$ cat config.mk
export PLATFORM = sky130hd
export DESIGN_NAME = neuron_row_scheduler
export DESIGN_NICKNAME = d
export VERILOG_FILES = /design/src/rtl/neuron_row_scheduler.sv
export SDC_FILE = /design/constraint.sdc
export NUM_CORES = 1
export LEC_CHECK = 0
export CORE_UTILIZATION = 45
export DETAILED_ROUTE_END_ITERATION = 8
export PLACE_DENSITY = 0.77
export SLEW_MARGIN = 20
export SYNTH_ARGS = -nofsm -noshare
export SYNTH_HDL_FRONTEND = slang
export SYNTH_SLANG_ARGS = --single-unit
$ cat constraint.sdc
create_clock -name clk -period 18.1 [get_ports clk]
set_input_delay 1.81 -clock clk [delete_from_list [all_inputs] [get_ports clk]]
set_output_delay 1.81 -clock clk [all_outputs]
set_load 0.05 [all_outputs]
$ cat src/rtl/neuron_row_scheduler.sv
// Sequences one layer: per neuron, kicks the weight reader, MACs weights against activations, emits the sum.
// Latency: start->rd_start 2 cycles, rd_done->result_valid 1 cycle, last result->done 1 cycle; no backpressure on results.
module neuron_row_scheduler (
    input  logic        clk,
    input  logic        rst,
    input  logic        start,
    input  logic        abort,
    input  logic [31:0] layer_base_addr,
    input  logic [31:0] neuron_count,
    input  logic [31:0] weight_count,
    output logic [31:0] rd_base_addr,
    output logic [31:0] rd_neuron_index,
    output logic [31:0] rd_weight_count,
    output logic        rd_start,
    input  logic        rd_done,
    input  logic        rd_weight_valid,
    input  logic [7:0]  rd_weight_out,
    input  logic [31:0] rd_weight_index,
    output logic [15:0] act_addr,
    input  logic [7:0]  act_data,
    output logic        result_valid,
    output logic [31:0] result_data,
    output logic [31:0] result_index,
    output logic        busy,
    output logic        done,
    output logic        error
);

    typedef enum logic [2:0] {IDLE, ISSUE, STREAM, EMIT, FINISH} state_t;

    state_t      state_q;
    logic [31:0] base_q, ncount_q, wcount_q;
    logic [31:0] n_q, k_q, rcvd_q, acc_q;
    logic [31:0] rd_neuron_index_q, result_data_q, result_index_q;
    logic        rd_start_q, result_valid_q, busy_q, done_q, error_q;

    logic signed [15:0] prod;
    logic [31:0]        acc_d, rcvd_d;

    // Accumulator and count as they stand once this cycle's weight (if any) is folded in.
    always_comb begin
        prod   = $signed(rd_weight_out) * $signed(act_data);
        acc_d  = acc_q;
        rcvd_d = rcvd_q;
        if (rd_weight_valid) begin
            acc_d  = acc_q + {{16{prod[15]}}, prod};
            rcvd_d = rcvd_q + 32'd1;
        end
    end

    always_ff @(posedge clk) begin
        if (rst) begin
            state_q           <= IDLE;
            base_q            <= '0;
            ncount_q          <= '0;
            wcount_q          <= '0;
            n_q               <= '0;
            k_q               <= '0;
            rcvd_q            <= '0;
            acc_q             <= '0;
            rd_neuron_index_q <= '0;
            result_data_q     <= '0;
            result_index_q    <= '0;
            rd_start_q        <= 1'b0;
            result_valid_q    <= 1'b0;
            busy_q            <= 1'b0;
            done_q            <= 1'b0;
            error_q           <= 1'b0;
        end else begin
            rd_start_q     <= 1'b0;
            result_valid_q <= 1'b0;
            done_q         <= 1'b0;
            if (state_q != IDLE && abort) begin
                state_q <= IDLE;
                busy_q  <= 1'b0;
            end else begin
                case (state_q)
                    IDLE: begin
                        if (start) begin
                            base_q   <= layer_base_addr;
                            ncount_q <= neuron_count;
                            wcount_q <= weight_count;
                            n_q      <= '0;
                            error_q  <= 1'b0;
                            busy_q   <= 1'b1;
                            state_q  <= (neuron_count == 32'd0) ? FINISH : ISSUE;
                        end
                    end
                    ISSUE: begin
                        rd_start_q        <= 1'b1;
                        rd_neuron_index_q <= n_q;
                        acc_q             <= '0;
                        k_q               <= '0;
                        rcvd_q            <= '0;
                        state_q           <= STREAM;
                    end
                    STREAM: begin
                        if (rd_weight_valid) begin
                            acc_q  <= acc_d;
                            rcvd_q <= rcvd_d;
                            k_q    <= k_q + 32'd1;
                            if (rd_weight_index != k_q) error_q <= 1'b1;
                        end
                        if (rd_done) begin
                            if (rcvd_d != wcount_q) error_q <= 1'b1;
                            result_valid_q <= 1'b1;
                            result_data_q  <= acc_d;
                            result_index_q <= n_q;
                            state_q        <= EMIT;
                        end
                    end
                    EMIT: begin
                        if (n_q == ncount_q - 32'd1) begin
                            done_q  <= 1'b1;
                            state_q <= FINISH;
                        end else begin
                            n_q     <= n_q + 32'd1;
                            state_q <= ISSUE;
                        end
                    end
                    FINISH: begin
                        // Coming from EMIT the pulse is already out; the empty-layer path raises it here.
                        done_q  <= ~done_q;
                        busy_q  <= 1'b0;
                        state_q <= IDLE;
                    end
                    default: state_q <= IDLE;
                endcase
            end
        end
    end

    assign rd_base_addr    = base_q;
    assign rd_weight_count = wcount_q;
    assign rd_neuron_index = rd_neuron_index_q;
    assign rd_start        = rd_start_q;
    assign act_addr        = k_q[15:0];
    assign result_valid    = result_valid_q;
    assign result_data     = result_data_q;
    assign result_index    = result_index_q;
    assign busy            = busy_q;
    assign done            = done_q;
    assign error           = error_q;

endmodule

======== Yosys cells after proc, flatten, opt, wreduce, memory -nomap -nowiden ========
Cells that the tools add are included.
cells by class
  $add $sub $neg .......................... 5
  $mul .................................... 1
  equal/unequal tests ..................... 11
  muxes and demuxes ....................... 28
  bitwise logic cells ..................... 3
  reduce and logical (&&, ||, !) cells .... 18
operators by type and width
  kind                     count
  $pmux W32 S2             4
  $mux W32                 7
  $add A32 B1 Y32 const B  3
  $ne A32 B32 Y1           2
  $add A32 B32 Y32         1
  $eq A32 B32 Y1           1
  $logic_not A32 Y1        1
  $sub A32 B1 Y32 const B  1
  $mul A8 B8 Y16           1
  $mux W3                  4
  $pmux W3 S4              1
  $reduce_and A3 Y1        4
  $mux W1                  9
  $ne A2 B2 Y1 const B     4
  $reduce_bool A2 Y1       4
  $eq A3 B2 Y1 const B     2
  $pmux W1 S2              3
  $reduce_and A2 Y1        3
  $reduce_and A4 Y1        1
  $eq A3 B1 Y1 const B     1
  $eq A3 B3 Y1 const B     1
  $logic_not A3 Y1         1
  $not A1 Y1               3
  $reduce_bool A3 Y1       1
  3 further kinds          3
storage, ports and cells
  bits in registers ....................... 328
  input port bits ......................... 150
  output and inout port bits .............. 181
  logic and storage cells ................. 82

======== Logic depth before layout (Yosys ltp) ========
  word-level depth ........................ 6
  depth in mapped cells ................... 29
  depth with buffers taken out ............ 29

======== Worst setup path after synthesis ========
Ideal clock, no wire load.
  path type ............................... input -> register
  start ................................... in act_data[3]
  end ..................................... reg result_data_q[31], in the netlist result_data[31]
  library setup time ...................... 138 ps
  arrival time ............................ 8173 ps
  required time ........................... 17962 ps
  setup slack ............................. 9789 ps
  cell stages on the path ................. 26
  path buffers ............................ 0
  cells stage by stage .................... and2_1 fa_1 inv_1 fa_1 inv_1 fa_1 inv_1 fa_1 inv_1 ha_1 and3_1 a21oi_1 o21ai_0 o41ai_1 xor2_1 inv_1 ha_1 a21oi_1 o21ai_0 o2111ai_1 a31oi_1 nor3_1 nor3_1 or4_1 a2111oi_0 a311oi_1
on the way
  longest elaborated chain between the ends .. 3
ends and longest elaborated chain
  element                 RTL line  text
  start: declaration      20        input logic [7:0] act_data,
  $mul A8 B8 Y16          42        prod = $signed(rd_weight_out) * $signed(act_data);
  $add A32 B32 Y32        46        acc_d = acc_q + {{16{prod[15]}}, prod};
  $mux W32                45        if (rd_weight_valid) begin
  end signal: assignment  62        result_data_q <= '0;
  end signal: assignment  107       result_data_q <= acc_d;
  end: declaration        34        logic [31:0] rd_neuron_index_q, result_data_q, result_index_q;
Every way passes these cells.
A chain may end at the register's enable or synchronous reset.

======== Final worst setup path ========
  start ................................... in act_data[4]
  end ..................................... reg result_data_q[31], in the netlist result_data[31]
The elaborated chain is that of the path after synthesis.

==> run metrics <==
Worst EP arrival=9.89 ns; sequential cell area fraction in the yosys report=33.8%; cts repair resizes=0; layout cells sized above 1=4.72%; synthesis-stage register bit count=328; Fin Setup TNS=0 ns; PortBufs=330; Max Cap Violations=0; wire per inst=17.3 µm; total CTS buffers=39; # diodes=0; Pre-Repair DR Iteration Count=5; post-route ant nets=0; first-pass GRT wire length=92100 µm; Die ar.=44000 µm²; final WL=57400 µm; later-pin clock latency in the skew report=0.56 ns; die width=210 µm; Tcrit/Tclk final=52.4%; Max clock buf depth=3; Final min period=9.48 ns; Critical Path Source Type=input port; Fillers=3815; Tot Pwr=2.89 mW; crit path capture type=flop; Die Height=210 µm; Remaining DRCs=0; clk slew on worst S/H paths=0.06 ns; vias in the first global route=17900; area of the core=42300 µm²; largest net degree at the start of global routing=102; Hold Path Sink=result_index[7]; worst r2r src=ncount_q[0]; Worst path max stage delay=0.57 ns; PwrDens=119 nW/µm²; RSZ-0062 raised after global routing=no; # rows=75; via count=18300; clock root cell=clkbuf_16; Overall Global Routing Usage=25.7%; minimum hold slack=0.452 ns; CTS tree=done; GP Congestion=0.920; Area Overhead vs Synth=24.6%; syn nets=2747; maximum fanout along the worst path=16; library cells used by synthesis=78; Top Ports=331; nets=2975; worst hold stages=2; CP top delay family=adder cells; Leak=9.11 nW; r2r setup slk=13.56 ns; syn_area_per_cell=7.85 µm²; mapped cell area=19400 µm²; Hold Crit Class=reg -> reg; post-CTS setup buffer count=0; Final HPWL DP=41200 µm; R2R depth=11; Post-synth EDFFs=0; CTS Hold Bufs=0; achievable clock frequency=105 MHz; final slew viol count=0; H-tree Lvls=2; CP max stage cell=clkdlybuf4s50_1; top_reg_cell synth=dfxtp_1; most frequent cell on the critical path=inv_1; Min-Delay Startpoint=result_index[7]; final clock skew=0.0205 ns; CTS sink count=328; worst path required time=18.51 ns; via/cell ratio=5.52; Starting DRT DRC Count=1279; Starting Density=45.9%; Max IR drop VDD=0.121 mV; Syn Inst Count=2477; Setup violations, final=0; final hold vios=0; status=finished clean; WS Path Type=in -> reg; Worst-Margin Slew=1.13 ns; Overflow after GRT=0; asr flop ratio synth=0%; Critical R2R Capture=n_q[17]; initial antenna violation count=2; worst path bufs/invs=6; YS warnings=0; relative slew slack=24.5%
-- flip-flops by register name, indices dropped and copies added (netlist names), 3 cells and up --
signal,cells
result_data,32
rd_base_addr,32
acc_q,32
n_q,32
rcvd_q,32
result_index,32
state_q,3
ncount_q,32
k_q,32
rd_neuron_index,32
rd_weight_count,32
-- synth_stat cells, types with 13 or more instances --
library cell  count  area share (%)
nor3_1           41             1.1
nor4_1           37             1.2
clkbuf_1        127             2.5
dfxtp_1         328              34
nand4_1          42             1.4
a21oi_1         290             7.5
or3_1            36             1.2
ha_1             64             4.1
o21ai_0          72             1.9
and4_1           16            0.72
xor2_1          104             4.7
a22oi_1          23            0.89
a211oi_1         23            0.89
and3_1           22            0.71
o21ai_1          13            0.33
inv_1           132             2.5
nand2_1         456             8.8
a31oi_1          18            0.58
buf_4            19            0.73
nand3_1          46             1.2
and2_1           58             1.9
fa_1             56             5.8
mux2i_1          18            0.93
a21o_1           15            0.58
xnor2_1          93             4.2
nor2_1          169             3.3
-- logic make-up after synthesis --
| logic type | synth area share, % |
|---|---|
| AO/OA/AOI/OAI | 16.8 |
| XOR/XNOR | 8.87 |
| adder cells (fa/ha/maj) | 9.88 |
| buffers and inverters | 6.15 |
| flip-flops | 33.8 |
| multiplexers | 1.22 |
| AND/OR/NAND/NOR | 23.3 |
-- per-layer routing --
layer | vias to the layer above | global-route usage, % | part of all wire [%]
met2 | 563 | 43.1 | 46
met3 | 106 | 6.00 | 7.4
met1 | 8724 | 32.4 | 43
li1 | 8891 | - | -
met5 | - | 0 | 0.035
met4 | 4 | 8.76 | 2.8
-- layout make-up --
| class | instances | area, µm² | area share [%] |
|---|---|---|---|
| clock buffer | 54 | 1130 | 4.68 |
| clock inverter | 17 | 169 | 0.697 |
| inverter | 132 | 495 | 2.05 |
| multi-input combinational | 1859 | 11700 | 48.4 |
| sequential | 328 | 6570 | 27.1 |
| tap | 577 | 722 | 2.98 |
| timing repair buffer | 345 | 3410 | 14.1 |
-- worst min-delay path: stages, from the launching register on --
cell     delay (ns)
dfxtp_1        0.30
nand2_1        0.05
a21oi_1        0.05
-- worst max-delay path by stage --
stage,start,end,cells after the start
floorplan,act_data[3],result_data[31],26
global placement,act_data[7],result_data[31],27
detailed placement,act_data[7],result_data[31],27
CTS,act_data[4],result_data[31],27
global route,rd_weight_out[3],result_data[31],28
finish,act_data[4],result_data[31],28
-- report_power, final --
group	switching (mW)	total, mW	internal [mW]
sequential	0.0237	0.767	0.743
clock	0.328	0.799	0.471
combinational	0.814	1.32	0.506
total	1.17	2.89	1.72
-- stage by stage --
step                worst slack [ns]  area, µm²  cells  utilization, %
finish                          8.62      24200   3312            57.2
global route                    8.10      24200   3312            57.2
floorplan                       9.79      19400   2477               -
CTS                             8.77      24200   3312            57.2
detailed placement              8.20      22900   3241            54.2
global placement                8.40      22900   3241            54.1
-- placed cells by master (no fill, tap or decap), drive strengths merged, types with 36 or more instances in the layout --
cell and n:
o21ai 95, dfxtp 328, xnor2 93, nor4 39, clkdlybuf4s50 328, ha 64, xor2 104, and2 59
nand3 46, inv 134, nand4 42, nor2 169, clkbuf 55, a21oi 300, fa 56, nand2 456
or3 36, nor3 43
(Power assumes the default switching activity.)
